`config.mk`:
```
export PLATFORM = sky130hd
export DESIGN_NAME = ocm_s2_arbiter
export DESIGN_NICKNAME = d
export VERILOG_FILES = /design/src/rtl/ocm_s2_arb_pkg.sv /design/src/rtl/ocm_s2_rd_tag_pipe.sv /design/src/rtl/ocm_s2_arbiter.sv
export SDC_FILE = /design/constraint.sdc
export NUM_CORES = 1
export LEC_CHECK = 0
export ABC_AREA = 1
export BUFFER_PORTS_ARGS = -buffer_cell sky130_fd_sc_hd__buf_2
export CELL_PAD_IN_SITES_DETAIL_PLACEMENT = 0
export CELL_PAD_IN_SITES_GLOBAL_PLACEMENT = 2
export CORE_MARGIN = 2
export CORE_UTILIZATION = 23
export CTS_BUF_LIST = sky130_fd_sc_hd__clkbuf_4 sky130_fd_sc_hd__clkbuf_8
export DETAILED_ROUTE_END_ITERATION = 8
export GPL_ROUTABILITY_DRIVEN = 0
export PLACE_DENSITY = 0.89
export SLEW_MARGIN = 40
export SYNTH_ARGS = -nofsm -noshare
export SYNTH_HDL_FRONTEND = slang
export SYNTH_SLANG_ARGS = --single-unit
```
`constraint.sdc`:
```
create_clock -name clk_clk -period 1.2 [get_ports clk_clk]
set_input_delay 0.12 -clock clk_clk [delete_from_list [all_inputs] [get_ports clk_clk]]
set_output_delay 0.12 -clock clk_clk [all_outputs]
set_load 0.005 [all_outputs]
```
`src/rtl/ocm_s2_arb_pkg.sv`:
```
// Shared constants and the round-robin pick function for the s2 arbiter.
package ocm_s2_arb_pkg;
  localparam int AW_DEF  = 14;
  localparam int DW_DEF  = 64;
  localparam int GCNT_W  = 32;
  localparam int MAX_REQ = 8;
  localparam int PTR_W   = 3;

  // One-hot grant: first valid index found scanning ptr, ptr+1, ... mod n.
  function automatic logic [MAX_REQ-1:0] rr_pick(input logic [MAX_REQ-1:0] valid,
                                                 input logic [PTR_W-1:0]   ptr,
                                                 input int                 n);
    logic [MAX_REQ-1:0] gnt;
    logic               found;
    int                 idx;
    gnt   = '0;
    found = 1'b0;
    for (int k = 0; k < MAX_REQ; k++) begin
      idx = (int'(ptr) + k) % n;
      if (k < n && !found && valid[idx]) begin
        gnt[idx] = 1'b1;
        found    = 1'b1;
      end
    end
    return gnt;
  endfunction
endpackage

```
`src/rtl/ocm_s2_rd_tag_pipe.sv`:
```
// Read-owner tag shift register aligned to the s2 read latency, plus the
// registered response stage that returns readdata to the owning requester.
module ocm_s2_rd_tag_pipe #(
  parameter int NREQ       = 2,
  parameter int DW         = 64,
  parameter int RD_LATENCY = 1
) (
  input  logic            clk,
  input  logic            rst,
  input  logic [NREQ-1:0] tag_in,
  input  logic [DW-1:0]   rd_data,
  output logic [NREQ-1:0] rsp_valid,
  output logic [DW-1:0]   rsp_data
);
  // Stage k holds the owner of the read whose data lands k cycles after chipselect.
  logic [RD_LATENCY:0][NREQ-1:0] tag_q, tag_d;
  logic [NREQ-1:0]               rsp_valid_q, rsp_valid_d;
  logic [DW-1:0]                 rsp_data_q, rsp_data_d;

  // Shift tags; capture readdata when the last stage names an owner, else hold.
  always_comb begin
    tag_d[0] = tag_in;
    for (int k = 1; k <= RD_LATENCY; k++) tag_d[k] = tag_q[k-1];
    rsp_valid_d = tag_q[RD_LATENCY];
    rsp_data_d  = (|tag_q[RD_LATENCY]) ? rd_data : rsp_data_q;
  end

  // State registers; reset drops every in-flight tag.
  always_ff @(posedge clk) begin
    if (rst) begin
      tag_q       <= '0;
      rsp_valid_q <= '0;
      rsp_data_q  <= '0;
    end else begin
      tag_q       <= tag_d;
      rsp_valid_q <= rsp_valid_d;
      rsp_data_q  <= rsp_data_d;
    end
  end

  assign rsp_valid = rsp_valid_q;
  assign rsp_data  = rsp_data_q;
endmodule

```
`src/rtl/ocm_s2_arbiter.sv`:
```
// Round-robin arbiter for the on-chip memory s2 port. Registered s2 pins,
// one command per cycle, fixed-latency read return to the issuing requester.
// Optional per-requester grant counters: define OCM_S2_ARB_GRANT_CNT_EN.
module ocm_s2_arbiter
  import ocm_s2_arb_pkg::*;
#(
  parameter int NREQ       = 2,
  parameter int AW         = AW_DEF,
  parameter int DW         = DW_DEF,
  parameter int RD_LATENCY = 1
) (
  input  logic                 clk_clk,
  input  logic                 reset_reset,
  input  logic [NREQ-1:0]      req_valid,
  output logic [NREQ-1:0]      req_ready,
  input  logic [NREQ-1:0]      req_write,
  input  logic [NREQ*AW-1:0]   req_addr,
  input  logic [NREQ*DW-1:0]   req_wdata,
  input  logic [NREQ*DW/8-1:0] req_be,
  output logic [NREQ-1:0]      rsp_valid,
  output logic [DW-1:0]        rsp_data,
  output logic [AW-1:0]        onchip_memory_s2_address,
  output logic                 onchip_memory_s2_chipselect,
  output logic                 onchip_memory_s2_clken,
  output logic                 onchip_memory_s2_write,
  output logic [DW-1:0]        onchip_memory_s2_writedata,
  output logic [DW/8-1:0]      onchip_memory_s2_byteenable,
  input  logic [DW-1:0]        onchip_memory_s2_readdata
`ifdef OCM_S2_ARB_GRANT_CNT_EN
  ,
  input  logic                 grant_cnt_clr,
  output logic [NREQ*GCNT_W-1:0] grant_cnt
`endif
);
  localparam int BW = DW / 8;

  logic [PTR_W-1:0]   ptr_q, ptr_d, gidx;
  logic [MAX_REQ-1:0] valid_ext, gnt_ext;
  logic [NREQ-1:0]    gnt, rd_tag;
  logic               accept;
  logic [AW-1:0]      addr_q, addr_d;
  logic [DW-1:0]      wdata_q, wdata_d;
  logic [BW-1:0]      be_q, be_d;
  logic               cs_q, cs_d, wr_q, wr_d, clken_q;

  // Combinational grant; held off during reset so nothing is accepted then.
  always_comb begin
    valid_ext             = '0;
    valid_ext[NREQ-1:0]   = req_valid;
    gnt_ext               = rr_pick(valid_ext, ptr_q, NREQ);
    gnt                   = reset_reset ? '0 : gnt_ext[NREQ-1:0];
    gidx                  = '0;
    for (int i = 0; i < NREQ; i++) if (gnt[i]) gidx = PTR_W'(i);
  end

  generate
    if (NREQ < MAX_REQ) begin : g_pad
      logic unused_gnt;
      assign unused_gnt = ^gnt_ext[MAX_REQ-1:NREQ];
    end
  endgenerate

  assign req_ready = gnt;
  assign accept    = |gnt;
  assign rd_tag    = gnt & ~req_write;

  // Next s2 command and pointer; address/data/be hold when idle.
  always_comb begin
    ptr_d   = ptr_q;
    addr_d  = addr_q;
    wdata_d = wdata_q;
    be_d    = be_q;
    cs_d    = accept;
    wr_d    = 1'b0;
    if (accept) begin
      wr_d    = req_write[gidx];
      addr_d  = req_addr[int'(gidx)*AW +: AW];
      wdata_d = req_wdata[int'(gidx)*DW +: DW];
      be_d    = req_be[int'(gidx)*BW +: BW];
      ptr_d   = (int'(gidx) == NREQ-1) ? '0 : gidx + 3'd1;
    end
  end

  // s2 pin and pointer registers; reset cancels any command on the pins.
  always_ff @(posedge clk_clk) begin
    if (reset_reset) begin
      ptr_q   <= '0;
      addr_q  <= '0;
      wdata_q <= '0;
      be_q    <= '0;
      cs_q    <= 1'b0;
      wr_q    <= 1'b0;
      clken_q <= 1'b0;
    end else begin
      ptr_q   <= ptr_d;
      addr_q  <= addr_d;
      wdata_q <= wdata_d;
      be_q    <= be_d;
      cs_q    <= cs_d;
      wr_q    <= wr_d;
      clken_q <= 1'b1;
    end
  end

  assign onchip_memory_s2_address     = addr_q;
  assign onchip_memory_s2_chipselect  = cs_q;
  assign onchip_memory_s2_clken       = clken_q;
  assign onchip_memory_s2_write       = wr_q;
  assign onchip_memory_s2_writedata   = wdata_q;
  assign onchip_memory_s2_byteenable  = be_q;

  ocm_s2_rd_tag_pipe #(.NREQ(NREQ), .DW(DW), .RD_LATENCY(RD_LATENCY)) u_tag_pipe (
    .clk       (clk_clk),
    .rst       (reset_reset),
    .tag_in    (rd_tag),
    .rd_data   (onchip_memory_s2_readdata),
    .rsp_valid (rsp_valid),
    .rsp_data  (rsp_data)
  );

`ifdef OCM_S2_ARB_GRANT_CNT_EN
  logic [NREQ-1:0][GCNT_W-1:0] gcnt_q, gcnt_d;

  // Saturating per-requester grant counters; clear beats increment.
  always_comb begin
    for (int i = 0; i < NREQ; i++) begin
      gcnt_d[i] = gcnt_q[i];
      if (grant_cnt_clr)                    gcnt_d[i] = '0;
      else if (gnt[i] && gcnt_q[i] != '1)   gcnt_d[i] = gcnt_q[i] + 1'b1;
    end
  end

  // Counter registers.
  always_ff @(posedge clk_clk) begin
    if (reset_reset) gcnt_q <= '0;
    else             gcnt_q <= gcnt_d;
  end

  assign grant_cnt = gcnt_q;
`endif
endmodule
```
==> results.cfg <==
[grt]
globalRouteOverflowTotal = 0
grt_pass1_wl_mm = 45.8
grt_max_degree = 69
antenna_found_initial = 3
grt_util_all_layers_pct = 17.3
grt_pass1_vias = 8914

[placed_design]
place_area_um2 = 9970
io_buffers = 398
dpl_worst_slack_ns = -0.0875
placed_cells = 1840
dpl.hpwl_mm = 19.8

[timing]
slew_viol_final = 0
fmax_mhz = 712
finalSetupViolCount = 88
slew_headroom_pct = 80.1
finalHoldViolCount = 0
skew_ns = 0.0103
period_minus_slack_ns = 1.40
worst_pin_slew_ns = 0.295
worst_slack_ns = -0.205
rsz0062_at_grt = true
min_period_over_period_pct = 117

[worst_setup_path]
reg2reg_to = onchip_memory_s2_address[13]
cp_top_family = buffers and inverters
path_cells = inv_2, nand2_8, buf_4, buf_16, bufbuf_16, a21oi_1, nor2_1, nor2_1
worstPathBufferInverterCount = 4
worst-path-max-fanout = 8
reg2reg_depth = 8
r2r-start = ptr_q[0]
start_kind = register
cp_data_arrival_time_ns = 1.79
crit_type = register to register
crit_required_ns = 1.59
endpoint_kind = register
crit_slowest_cell = dfxtp_2
r2r_slack_ns = -0.20
slowest_delay_ns = 0.34
crit_top_cell = nor2_1

[clock_tree]
clk_path_buf_depth = 2
cts_buffers = 17
cts_root_buffer = clkbuf_8
htree_levels = 4
cts_tree = done
clk_pin_slew_ns = 0.10
insertion_delay_ns = 0.44
clock_sinks = 160

[synthesis]
ys_ff_latch = 160
synthCells = 1070
synthDistinctLibCells = 17
postSynthAreaPerCell_um2 = 6.74
syn_nets = 1312
syn_area_um2 = 7210
seq_area_frac_synth_pct = 44.4
yosys_warnings = 0

[layout]
drive_gt1_share_pct = 32.6
area_growth_pct = 82.9
fin_util_pct = 42.9
postLayoutCellArea_um2 = 13200
nets = 1945
final_cells = 2114

[power]
peakVddDrop_mv = 0.513
leakage_nw = 6.53
power_mw = 13.8
power.density_nw_per_um2 = 1050

[route]
drt-total-wl_mm = 30.6
vias_per_cell = 4.37
wl_per_cell_um = 14.5
first_pass_iters = 6
drt_iter0_drc = 375
vias = 9248
drc = 0
ant_nets = 0

[floorplan]
fp.dieW_um = 181
die_h_um = 181
dieArea_um2 = 32800
coreArea_um2 = 30700
rows = 64
io_pins = 399
initial_core_util_pct = 23.4

[run_status]
status = complete, but fails checks
violations = setup timing

[min_path]
holdPathStages = 5
min_path_type = input pin to register
whs_endpoint = onchip_memory_s2_writedata[41]
hp-start = req_wdata[41]

[flow_run]
cap_violations = 0
==> where the power goes <==
group / total, mW / internal, mW / switching (mW)
Sequential: 5.88 / 5.70 / 0.188
Clock: 4.42 / 2.08 / 2.33
Combinational: 3.47 / 1.86 / 1.61
Total: 13.8 / 9.64 / 4.13
==> worst reg2reg max path, stage by stage (launching register included) <==
cell and delay [ns]:
dfxtp_2 0.34, inv_2 0.09, nand2_8 0.06, buf_4 0.16
buf_16 0.15, bufbuf_16 0.28, a21oi_1 0.14, nor2_1 0.06
nor2_1 0.08
==> cells in the mapped netlist <==
library cell,count,area [µm²]
inv_1,94,353
o21ai_0,113,566
nand2_1,90,338
nor2_1,309,1160
a21oi_1,87,435
inv_8,1,11.3
nand2_4,1,11.3
o21ai_1,38,190
buf_6,4,45.0
nor2_4,1,11.3
clkbuf_1,28,105
buf_4,19,143
o21ai_4,1,16.3
buf_2,36,180
inv_2,1,3.75
dfxtp_1,160,3200
nand3_1,87,435
==> kinds of logic (layout without fill, tap and decap cells) <==
family                 count (synthesis)  count (layout)  synth area share, %
buffers and inverters                183             829                 11.7
other                                  0               2                    0
AND/OR/NAND/NOR                      488             488                 27.1
flip-flops                           160             160                 44.4
AO/OA/AOI/OAI                        239             239                 16.8
==> per-stage QoR <==
stage               TNS [ns]  hold WS [ns]
floorplan                  0         0.192
global placement       -1.87         0.295
detailed placement     -3.31         0.303
CTS                   -12.75      0.000123
global route          -19.89        0.0184
finish                -12.32        0.0315
==> how the worst max path moves through the flow <==
| stage | to | from | slack [ns] | cells past startpoint |
|---|---|---|---|---|
| after floorplan | onchip_memory_s2_writedata[15] | ptr_q[0] | 0.10 | 7 |
| after global placement | onchip_memory_s2_writedata[40] | reset_reset | -0.07 | 9 |
| after detailed placement | onchip_memory_s2_writedata[25] | reset_reset | -0.09 | 9 |
| after CTS | req_ready[1] | ptr_q[0] | -0.25 | 6 |
| after global routing | req_ready[1] | ptr_q[0] | -0.28 | 6 |
| final | onchip_memory_s2_address[13] | ptr_q[0] | -0.20 | 8 |
==> flip-flops by register name (all words and copies together), names as in the netlist <==
| name | flops |
|---|---|
| ptr_q | 1 |
| onchip_memory_s2_write | 1 |
| u_tag_pipe.rsp_data | 64 |
| onchip_memory_s2_address | 14 |
| onchip_memory_s2_clken | 1 |
| onchip_memory_s2_byteenable | 8 |
| u_tag_pipe.rsp_valid | 2 |
| u_tag_pipe.tag_d | 2 |
| onchip_memory_s2_chipselect | 1 |
| onchip_memory_s2_writedata | 64 |
| u_tag_pipe.rsp_valid_d | 2 |
==> layout make-up <==
cell class | instances | area (µm²)
Inverter | 96 | 370
Antenna cell | 2 | 5.00
Multi-Input combinational cell | 727 | 3330
Timing Repair Buffer | 701 | 5350
Clock buffer | 20 | 275
Fill cell | 3118 | 17600
Sequential cell | 160 | 3210
Tap cell | 396 | 495
Clock inverter | 12 | 148
==> timing repair <==
action	in CTS	in global routing
endpoints found under the setup margin	61	103
pin swaps	3	2
cloned	3	9
endpoints found under the hold margin	150	0
hold buffers	221	0
setup buffers	4	3
resized for setup	20	63
==> cell usage in the layout, fill, tap and decap left out, types with 3 or more instances in the layout <==
cell	n
a21oi_1	65
o21ai_1	56
dlygate4sd3_1	221
nand3_1	82
inv_1	92
nand3_2	5
nor2_2	6
clkbuf_16	6
nor2_1	302
buf_16	4
buf_8	3
inv_6	4
buf_6	9
buf_12	21
nand2_1	88
o21ai_0	94
buf_2	397
buf_4	39
inv_8	3
dfxtp_1	156
dfxtp_2	4
clkbuf_8	20
a21oi_2	21
==> layer usage <==
metal	global-route usage [%]	part of all wire (%)	up-vias
met5	0	0.042	-
met3	5.26	7.2	43
met1	19.7	41	4188
met2	30.6	49	343
met4	5.92	2.4	2
li1	-	-	4672
Note: power is estimated with default switching activity, not from simulation.
